File: src/rtl/restoring_div_pkg.sv
// restoring_div_pkg
// Shared definitions for the restoring divider: the controller state encoding
// and the default operand width.
package restoring_div_pkg;

    localparam int DEFAULT_WIDTH = 4;

    typedef enum logic [1:0] {
        S_IDLE = 2'd0,
        S_RUN  = 2'd1,
        S_DONE = 2'd2
    } state_t;

endpackage

File: src/rtl/ripple_sub_nbit.sv
// ripple_sub_nbit
// Ripple-borrow subtractor: o_diff = i_x - i_y (mod 2^WIDTH). o_borrow is set
// when i_y > i_x.
// Ports:
//   i_x      [WIDTH-1:0]  minuend
//   i_y      [WIDTH-1:0]  subtrahend
//   o_diff   [WIDTH-1:0]  difference
//   o_borrow              borrow out of the MSB stage
module ripple_sub_nbit #(
    parameter int WIDTH = 5
) (
    input  logic [WIDTH-1:0] i_x,
    input  logic [WIDTH-1:0] i_y,
    output logic [WIDTH-1:0] o_diff,
    output logic             o_borrow
);

    // The borrow chain lives in a procedural variable so each stage feeds the
    // next combinationally, one full-subtractor cell per bit.
    always_comb begin
        logic w_bin;
        w_bin  = 1'b0;
        o_diff = '0;
        for (int i = 0; i < WIDTH; i++) begin
            o_diff[i] = i_x[i] ^ i_y[i] ^ w_bin;
            w_bin     = (~i_x[i] & i_y[i]) | (~(i_x[i] ^ i_y[i]) & w_bin);
        end
        o_borrow = w_bin;
    end

endmodule

File: src/rtl/restoring_div_nbit.sv
// restoring_div_nbit
// Multi-cycle unsigned restoring divider, one quotient bit per clock.
// A start seen in IDLE latches a and b; WIDTH RUN cycles later done pulses
// for one cycle with quot/rem valid. quot/rem hold until the next DONE.
// Ports:
//   clk, rst           clock, asynchronous active-high reset
//   start              request, honoured only in IDLE
//   a, b [WIDTH-1:0]   dividend, divisor (sampled on the accepting edge)
//   busy               high while iterating
//   done               one-cycle completion pulse
//   quot, rem          results
//   div_by_zero        divisor was zero (only with the fast path)
// Build option:
//   DIV_BY_ZERO_FAST_EN  b=0 skips iteration: IDLE->DONE with quot all-ones,
//                        rem=a, div_by_zero=1. Undefined: b=0 runs the normal
//                        iterations (same quot/rem) and div_by_zero is tied 0.
module restoring_div_nbit
    import restoring_div_pkg::*;
#(
    parameter int WIDTH = DEFAULT_WIDTH
) (
    input  logic             clk,
    input  logic             rst,
    input  logic             start,
    input  logic [WIDTH-1:0] a,
    input  logic [WIDTH-1:0] b,
    output logic             busy,
    output logic             done,
    output logic [WIDTH-1:0] quot,
    output logic [WIDTH-1:0] rem,
    output logic             div_by_zero
);

    localparam int CW = (WIDTH > 1) ? $clog2(WIDTH) : 1;

    state_t           r_state;
    logic [WIDTH-1:0] r_b;
    logic [WIDTH-1:0] r_dvd;
    logic [WIDTH-1:0] r_rem_w;
    logic [WIDTH-1:0] r_qw;
    logic [CW-1:0]    r_cnt;
    logic             r_busy;
    logic             r_done;
    logic [WIDTH-1:0] r_quot;
    logic [WIDTH-1:0] r_rem;

    logic [WIDTH:0]   w_trial;
    logic [WIDTH:0]   w_diff;
    logic             w_borrow;
    logic [WIDTH-1:0] w_rem_nxt;
    logic [WIDTH-1:0] w_q_nxt;
    logic             w_unused_msb;

    assign w_trial = {r_rem_w, r_dvd[WIDTH-1]};

    ripple_sub_nbit #(
        .WIDTH (WIDTH + 1)
    ) u_sub (
        .i_x      (w_trial),
        .i_y      ({1'b0, r_b}),
        .o_diff   (w_diff),
        .o_borrow (w_borrow)
    );

    // Without a borrow the difference is below b, so its MSB is always zero
    // and the remainder fits in WIDTH bits.
    assign w_rem_nxt    = w_borrow ? w_trial[WIDTH-1:0] : w_diff[WIDTH-1:0];
    assign w_q_nxt      = {r_qw[WIDTH-2:0], ~w_borrow};
    assign w_unused_msb = w_diff[WIDTH];

`ifdef DIV_BY_ZERO_FAST_EN
    logic r_dbz;
    assign div_by_zero = r_dbz;
`else
    assign div_by_zero = 1'b0;
`endif

    always_ff @(posedge clk or posedge rst) begin
        if (rst) begin
            r_state <= S_IDLE;
            r_b     <= '0;
            r_dvd   <= '0;
            r_rem_w <= '0;
            r_qw    <= '0;
            r_cnt   <= '0;
            r_busy  <= 1'b0;
            r_done  <= 1'b0;
            r_quot  <= '0;
            r_rem   <= '0;
`ifdef DIV_BY_ZERO_FAST_EN
            r_dbz   <= 1'b0;
`endif
        end else begin
            case (r_state)
                S_IDLE: begin
                    if (start) begin
                        r_b     <= b;
                        r_dvd   <= a;
                        r_rem_w <= '0;
                        r_qw    <= '0;
                        r_cnt   <= '0;
`ifdef DIV_BY_ZERO_FAST_EN
                        if (b == '0) begin
                            r_state <= S_DONE;
                            r_done  <= 1'b1;
                            r_quot  <= '1;
                            r_rem   <= a;
                            r_dbz   <= 1'b1;
                        end else begin
                            r_state <= S_RUN;
                            r_busy  <= 1'b1;
                            r_dbz   <= 1'b0;
                        end
`else
                        r_state <= S_RUN;
                        r_busy  <= 1'b1;
`endif
                    end
                end
                S_RUN: begin
                    r_rem_w <= w_rem_nxt;
                    r_qw    <= w_q_nxt;
                    r_dvd   <= {r_dvd[WIDTH-2:0], 1'b0};
                    r_cnt   <= r_cnt + 1'b1;
                    if (r_cnt == CW'(WIDTH - 1)) begin
                        r_state <= S_DONE;
                        r_busy  <= 1'b0;
                        r_done  <= 1'b1;
                        r_quot  <= w_q_nxt;
                        r_rem   <= w_rem_nxt;
                    end
                end
                S_DONE: begin
                    r_state <= S_IDLE;
                    r_done  <= 1'b0;
                end
                default: begin
                    r_state <= S_IDLE;
                    r_busy  <= 1'b0;
                    r_done  <= 1'b0;
                end
            endcase
        end
    end

    assign busy = r_busy;
    assign done = r_done;
    assign quot = r_quot;
    assign rem  = r_rem;

endmodule

File: config.mk
export PLATFORM = sky130hd
export DESIGN_NAME = restoring_div_nbit
export DESIGN_NICKNAME = d
export VERILOG_FILES = /design/src/rtl/restoring_div_pkg.sv /design/src/rtl/ripple_sub_nbit.sv /design/src/rtl/restoring_div_nbit.sv
export SDC_FILE = /design/constraint.sdc
export NUM_CORES = 1
export LEC_CHECK = 0
export ABC_AREA = 1
export CORE_MARGIN = 5
export CORE_UTILIZATION = 54
export CTS_BUF_LIST = sky130_fd_sc_hd__clkbuf_8
export CTS_CLUSTER_DIAMETER = 30
export DETAILED_ROUTE_END_ITERATION = 7
export GPL_TIMING_DRIVEN = 0
export MAX_ROUTING_LAYER = met4
export PLACE_DENSITY = 0.88
export SETUP_SLACK_MARGIN = 0.02
export SYNTH_ARGS = -nofsm -noshare
export SYNTH_HDL_FRONTEND = slang
export SYNTH_SLANG_ARGS = --single-unit
export TNS_END_PERCENT = 1
File: constraint.sdc
create_clock -name clk -period 2.5 [get_ports clk]
set_input_delay 0.25 -clock clk [delete_from_list [all_inputs] [get_ports clk]]
set_output_delay 0.25 -clock clk [all_outputs]
set_load 0.05 [all_outputs]
==> Word-level counts from Yosys, hierarchy flattened <==
Cells that the tools add are included.
{ "word_totals": {"regBits": 29, "input_bits": 11, "elab_cells": 69} }
{ "classes": {"n_addsub": 1, "eq_ne": 5, "mux": 16, "bitwise_logic": 29, "n_reduce_logical": 8} }
{ "ops": {"columns": ["operator", "count"], "rows": [
  ["$pmux W4 S2", 2],
  ["$mux W4", 3],
  ["$not A1 Y1", 11],
  ["$reduce_and A2 Y1", 5],
  ["$and A1 B1 Y1", 8],
  ["$pmux W2 S2", 2],
  ["$xor A1 B1 Y1", 7],
  ["$mux W2", 3],
  ["$pmux W3 S2", 1],
  ["$eq A2 B2 Y1 const B", 2],
  ["$ne A2 B2 Y1 const B", 2],
  ["$mux W1", 3],
  ["$or A1 B1 Y1", 3],
  ["$pmux W1 S3", 1],
  ["$reduce_and A3 Y1", 1],
  ["$add A2 B1 Y2 const B", 1],
  ["$eq A2 B1 Y1 const B", 1],
  ["$logic_not A2 Y1", 1],
  ["$pmux W1 S2", 1],
  ["$reduce_bool A2 Y1", 1]
]} }

==> Depth between registers and ports, before layout <==
{ "depth": {"ltp_word": 11, "mapped_depth": 11} }

==> By module <==
From an unflattened synthesis, not the netlist that was laid out.
{ "unflattened": {"cells_unflattened": 166, "hier_area_um2": 1412.6} }
{ "by_module_without_submodules": {"columns": ["module", "n_inst", "cells_each", "area_per_inst_um2"], "rows": [
  ["restoring_div_nbit", 1, 149, 1275.0],
  ["ripple_sub_nbit", 1, 17, 137.6]
]} }

==> Least setup slack after synthesis <==
OpenSTA, ideal clock, no wires.
{ "synth_path": {"path_type": "reg-to-reg", "start": "reg r_dvd[3]", "end": "reg r_rem[3] (netlist: rem[3])", "setup_time_ns": 0.066, "t_arrival_ns": 1.971, "t_required_ns": 2.434, "path_slack_ns": 0.463, "stages_incl_launch_ff": 11, "n_path_buf": 0, "synth_period_minus_slack_ns": 2.037, "path_cell_list": "dfrtp_1 -> inv_1 -> ha_1 -> inv_1 -> fa_1 -> fa_1 -> inv_1 -> fa_1 -> nand2_1 -> nand3_1 -> nand2_1"} }
{ "synth_via": {"elab_chain_cells": 10} }
{ "synth_lines": {"columns": ["element", "line_no", "text"], "rows": [
  ["start: declaration", "restoring_div_nbit.sv:38", "logic [WIDTH-1:0] r_dvd;"],
  ["start signal: assignment", "restoring_div_nbit.sv:123", "r_dvd <= {r_dvd[WIDTH-2:0], 1'b0};"],
  ["$not A1 Y1 *", "ripple_sub_nbit.sv:26", "w_bin = (~i_x[i] & i_y[i]) | (~(i_x[i] ^ i_y[i]) & w_bin);"],
  ["$and A1 B1 Y1 * (2 in series)", "ripple_sub_nbit.sv:26", null],
  ["$or A1 B1 Y1 *", "ripple_sub_nbit.sv:26", null],
  ["$and A1 B1 Y1 *", "ripple_sub_nbit.sv:26", null],
  ["$or A1 B1 Y1 *", "ripple_sub_nbit.sv:26", null],
  ["$and A1 B1 Y1", "ripple_sub_nbit.sv:26", null],
  ["$or A1 B1 Y1", "ripple_sub_nbit.sv:26", null],
  ["$and A1 B1 Y1", "ripple_sub_nbit.sv:26", null],
  ["$mux W4 *", "restoring_div_nbit.sv:67", "assign w_rem_nxt = w_borrow ? w_trial[WIDTH-1:0] : w_diff[WIDTH-1:0];"],
  ["end signal: assignment", "restoring_div_nbit.sv:130", "r_rem <= w_rem_nxt;"],
  ["end: declaration", "restoring_div_nbit.sv:45", "logic [WIDTH-1:0] r_rem;"]
]} }
Every way passes the cells marked *; elsewhere a longest branch is shown, timed or not.
A chain may end at the register's enable or synchronous reset.

==> Final worst setup path <==
{ "layout_path": {"start": "reg r_dvd[3]", "end": "reg r_rem[0] (netlist: rem[0])"} }
{ "layout_via": {"elab_chain_cells": 10} }
{ "layout_lines": {"columns": ["element", "line_no"], "rows": [
  ["$not A1 Y1", "ripple_sub_nbit.sv:26"],
  ["$and A1 B1 Y1 (2 in series)", "ripple_sub_nbit.sv:26"],
  ["$or A1 B1 Y1", "ripple_sub_nbit.sv:26"],
  ["$and A1 B1 Y1", "ripple_sub_nbit.sv:26"],
  ["$or A1 B1 Y1", "ripple_sub_nbit.sv:26"],
  ["$and A1 B1 Y1", "ripple_sub_nbit.sv:26"],
  ["$or A1 B1 Y1", "ripple_sub_nbit.sv:26"],
  ["$and A1 B1 Y1", "ripple_sub_nbit.sv:26"],
  ["$mux W4 *", "restoring_div_nbit.sv:67"]
]} }
Marked as above.

==> summary.md <==
| Metric | Value |
|---|---|
| Die X | 60.16 µm |
| IR drop worst, VDD | 0.0009148 V |
| Pin count of the biggest net entering global routing | 30 |
| Global-route wire length before repair | 4912 µm |
| Initial DRC Count | 30 |
| Avg Synthesized Cell Area | 8.600 µm² |
| Drt total wl | 2695 µm |
| ANT cells | 0 |
| Row count | 18 |
| Area grow syn2layout | 24.95% |
| DP Wirelength | 1988 µm |
| Multi-input combinational cell area | 530.5 µm² |
| Final net count | 201 |
| Placed Cells | 208 |
| Outcome | finished, final reports clean |
| Total global routing overflow | 0 |
| Leak | 0.8943 nW |
| Overall power | 2.614 mW |
| Via/cell ratio | 4.991 |
| TritonRoute pass-1 iters | 4 |
| Post-CTS setup buffers | 0 |
| Routed WL per cell | 12.48 µm |
| Synth Warn # | 0 |
| GRT Util Overall | 19.80% |
| Slew Limit Fails | 0 |
| RSZ-0062 raised after global routing | no |
| Clock buffer depth | 2 |
| Final core utilization | 69.80% |
| Final hold violation count | 0 |
| CP Cell Sequence | inv_1 -> ha_1 -> inv_1 -> fa_1 -> fa_1 -> inv_1 -> fa_1 -> nand2_1 -> nand2_1 -> nand3_1 -> nand2_1 |
| Hold-fix buffers, CTS | 0 |
| Area contributors post-synth | dfrtp_1 (53%), nand2_1 (18%), nand3_1 (7.4%) |
| Critical path class | reg -> reg |
| Yosys top cell area share | 53.41% |
| IO Pins | 22 |
| Reg area | 725.7 µm² |
| Buf+Inv Stages, Crit Path | 3 |
| Clk slew on worst S/H paths | 0.07 ns |
| Post-DRT Antenna Nets | 0 |
| Max_cap viols | 0 |
| Core ar. | 2432 µm² |
| Worst slack at placement | 0.3092 ns |
| Syn nets | 174 |
| Crit end category | flop |
| Fin Setup TNS | 0 ns |
| Clock latency on the worst-skew pair | 0.29 ns |
| Worst Path Required | 2.73 ns |
| Delay-heaviest family, CP | adder cells |
| CTS buffer count | 5 |
| Fin crit period | 2.225 ns |
| Crit-path max cell delay | 0.39 ns |
| Critical Path Start Type | flop |
| Setup ws final | 0.2750 ns |
| Crit-path slowest cell | dfrtp_1 |
| Seq/Total Area, Yosys | 53.41% |
| Final setup violation count | 0 |
| Vias | 1078 |
| Post_cts resized | 0 |
| RD Place Congestion | 0.8434 |
| Die Outline Area | 3619 µm² |
| Initial core utilization | 55.86% |
| Clk sink count | 29 |
| Fillcell total | 193 |
| Total power divided by cell area | 1539 nW/µm² |
| Antenna violations before repair | 0 |
| Register bit total from synthesis | 29 |
| Post-synthesis instance area | 1359 µm² |
| Area leader, netlist | dfrtp_1 |
| Worst min path class | reg -> reg |
| Count of cell types in the netlist | 16 |
| Skew final | 0.009607 ns |
| Mapped Cells | 158 |
| CTS tree | built |
| Worst hold margin | 0.4779 ns |
| Clock root buffer | clkbuf_8 |
| Fmax | 449.4 MHz |
| # port buffers | 20 |
| H-tree levels | 2 |
| Max-Slew Margin vs Limit | 28.63% |
| # DRC | 0 |
| Non-Filler Instances | 216 |
| Die extent in y | 60.16 µm |
| Post-DP Area | 1597 µm² |
| Vias in the first global route | 1142 |
| Share of cells above drive strength 1 | 10.22% |
| Final Cell Area | 1698 µm² |
| WP data arrival | 2.45 ns |
| Slew @ Worst Pin | 1.069 ns |
| Fin crit share | 89.00% |
| Crit Path Max Fanout | 5 |
## sequential cells by signal, indices dropped and copies added, names as in the netlist
name and count:
busy 1, rem 4, r_cnt 2, r_b 4, quot 4, r_rem_w 4
r_qw 3, r_dvd 4, done 1, r_state 2
## layout by cell type (no fill, tap or decap)
cell type        synthesis  routed
buf_2                    1       1
buf_4                    1       1
buf_6                    1       1
clkbuf_8                 0       7
clkdlybuf4s50_1          0      20
clkinv_2                 0       1
conb_1                   1       1
dfrtp_1                 29      29
fa_1                     3       3
ha_1                     2       2
inv_1                   20      20
inv_2                    1       1
nand2_1                 65      65
nand2_2                  1       1
nand3_1                 20      20
nor2_1                   1       1
nor2_4                   2       2
o21ai_0                  6       6
o21ai_2                  4       4
## routing by layer
layer	up-vias	routed length, µm	GRT usage (%)
met1	499	1124	22.22
met5	-	0	-
met2	35	1313	29.63
met4	0	63	12.66
li1	540	-	-
met3	4	192	7.127
## power by group
part | total (mW) | switching [mW] | internal (mW)
Clock | 0.427 | 0.179 | 0.248
Combinational | 1.34 | 0.891 | 0.454
Sequential | 0.842 | 0.147 | 0.695
## cells in the mapped netlist
library cell	n
buf_2	1
buf_4	1
buf_6	1
conb_1	1
dfrtp_1	29
fa_1	3
ha_1	2
inv_1	20
inv_2	1
nand2_1	65
nand2_2	1
nand3_1	20
nor2_1	1
nor2_4	2
o21ai_0	6
o21ai_2	4
## path summary, 6_finish.rpt
| kind | end | slack (ns) | from | cells past startpoint |
|---|---|---|---|---|
| setup / recovery | rem[0] | 0.27 | r_dvd[3] | 11 |
| hold / removal | r_cnt[1] | 0.48 | r_cnt[1] | 2 |
| setup reg to reg | rem[0] | 0.27 | r_dvd[3] | 11 |
| hold reg to reg | r_cnt[1] | 0.48 | r_cnt[1] | 2 |
| max in group asynchronous | r_dvd[1] | 1.32 | rst | 2 |
| min in group asynchronous | r_qw[2] | 0.53 | rst | 2 |
## cell type report
type,count,share of cell area (%)
repair buffers,20,11.79
multi-input cells,105,31.25
inverters,21,4.643
flip-flops and latches,29,42.74
clock buffers,7,5.674
well taps,30,2.211
plain buffers,3,1.400
clock inverters,1,0.2948
## cell families after synthesis
group / share of synthesized area (%)
and+or+nand+nor: 27.72
buffers and inverters: 7.550
DFF: 53.41
adders and majority gates: 6.261
AOI/OAI and AO/OA: 4.788
other: 0.2760
## worst reg2reg max path: stages (launching register included)
cell	delay, ns
dfrtp_1	0.39
inv_1	0.08
ha_1	0.14
inv_1	0.05
fa_1	0.37
fa_1	0.37
inv_1	0.08
fa_1	0.26
nand2_1	0.15
nand2_1	0.12
nand3_1	0.09
nand2_1	0.07
(Power assumes the default switching activity.)
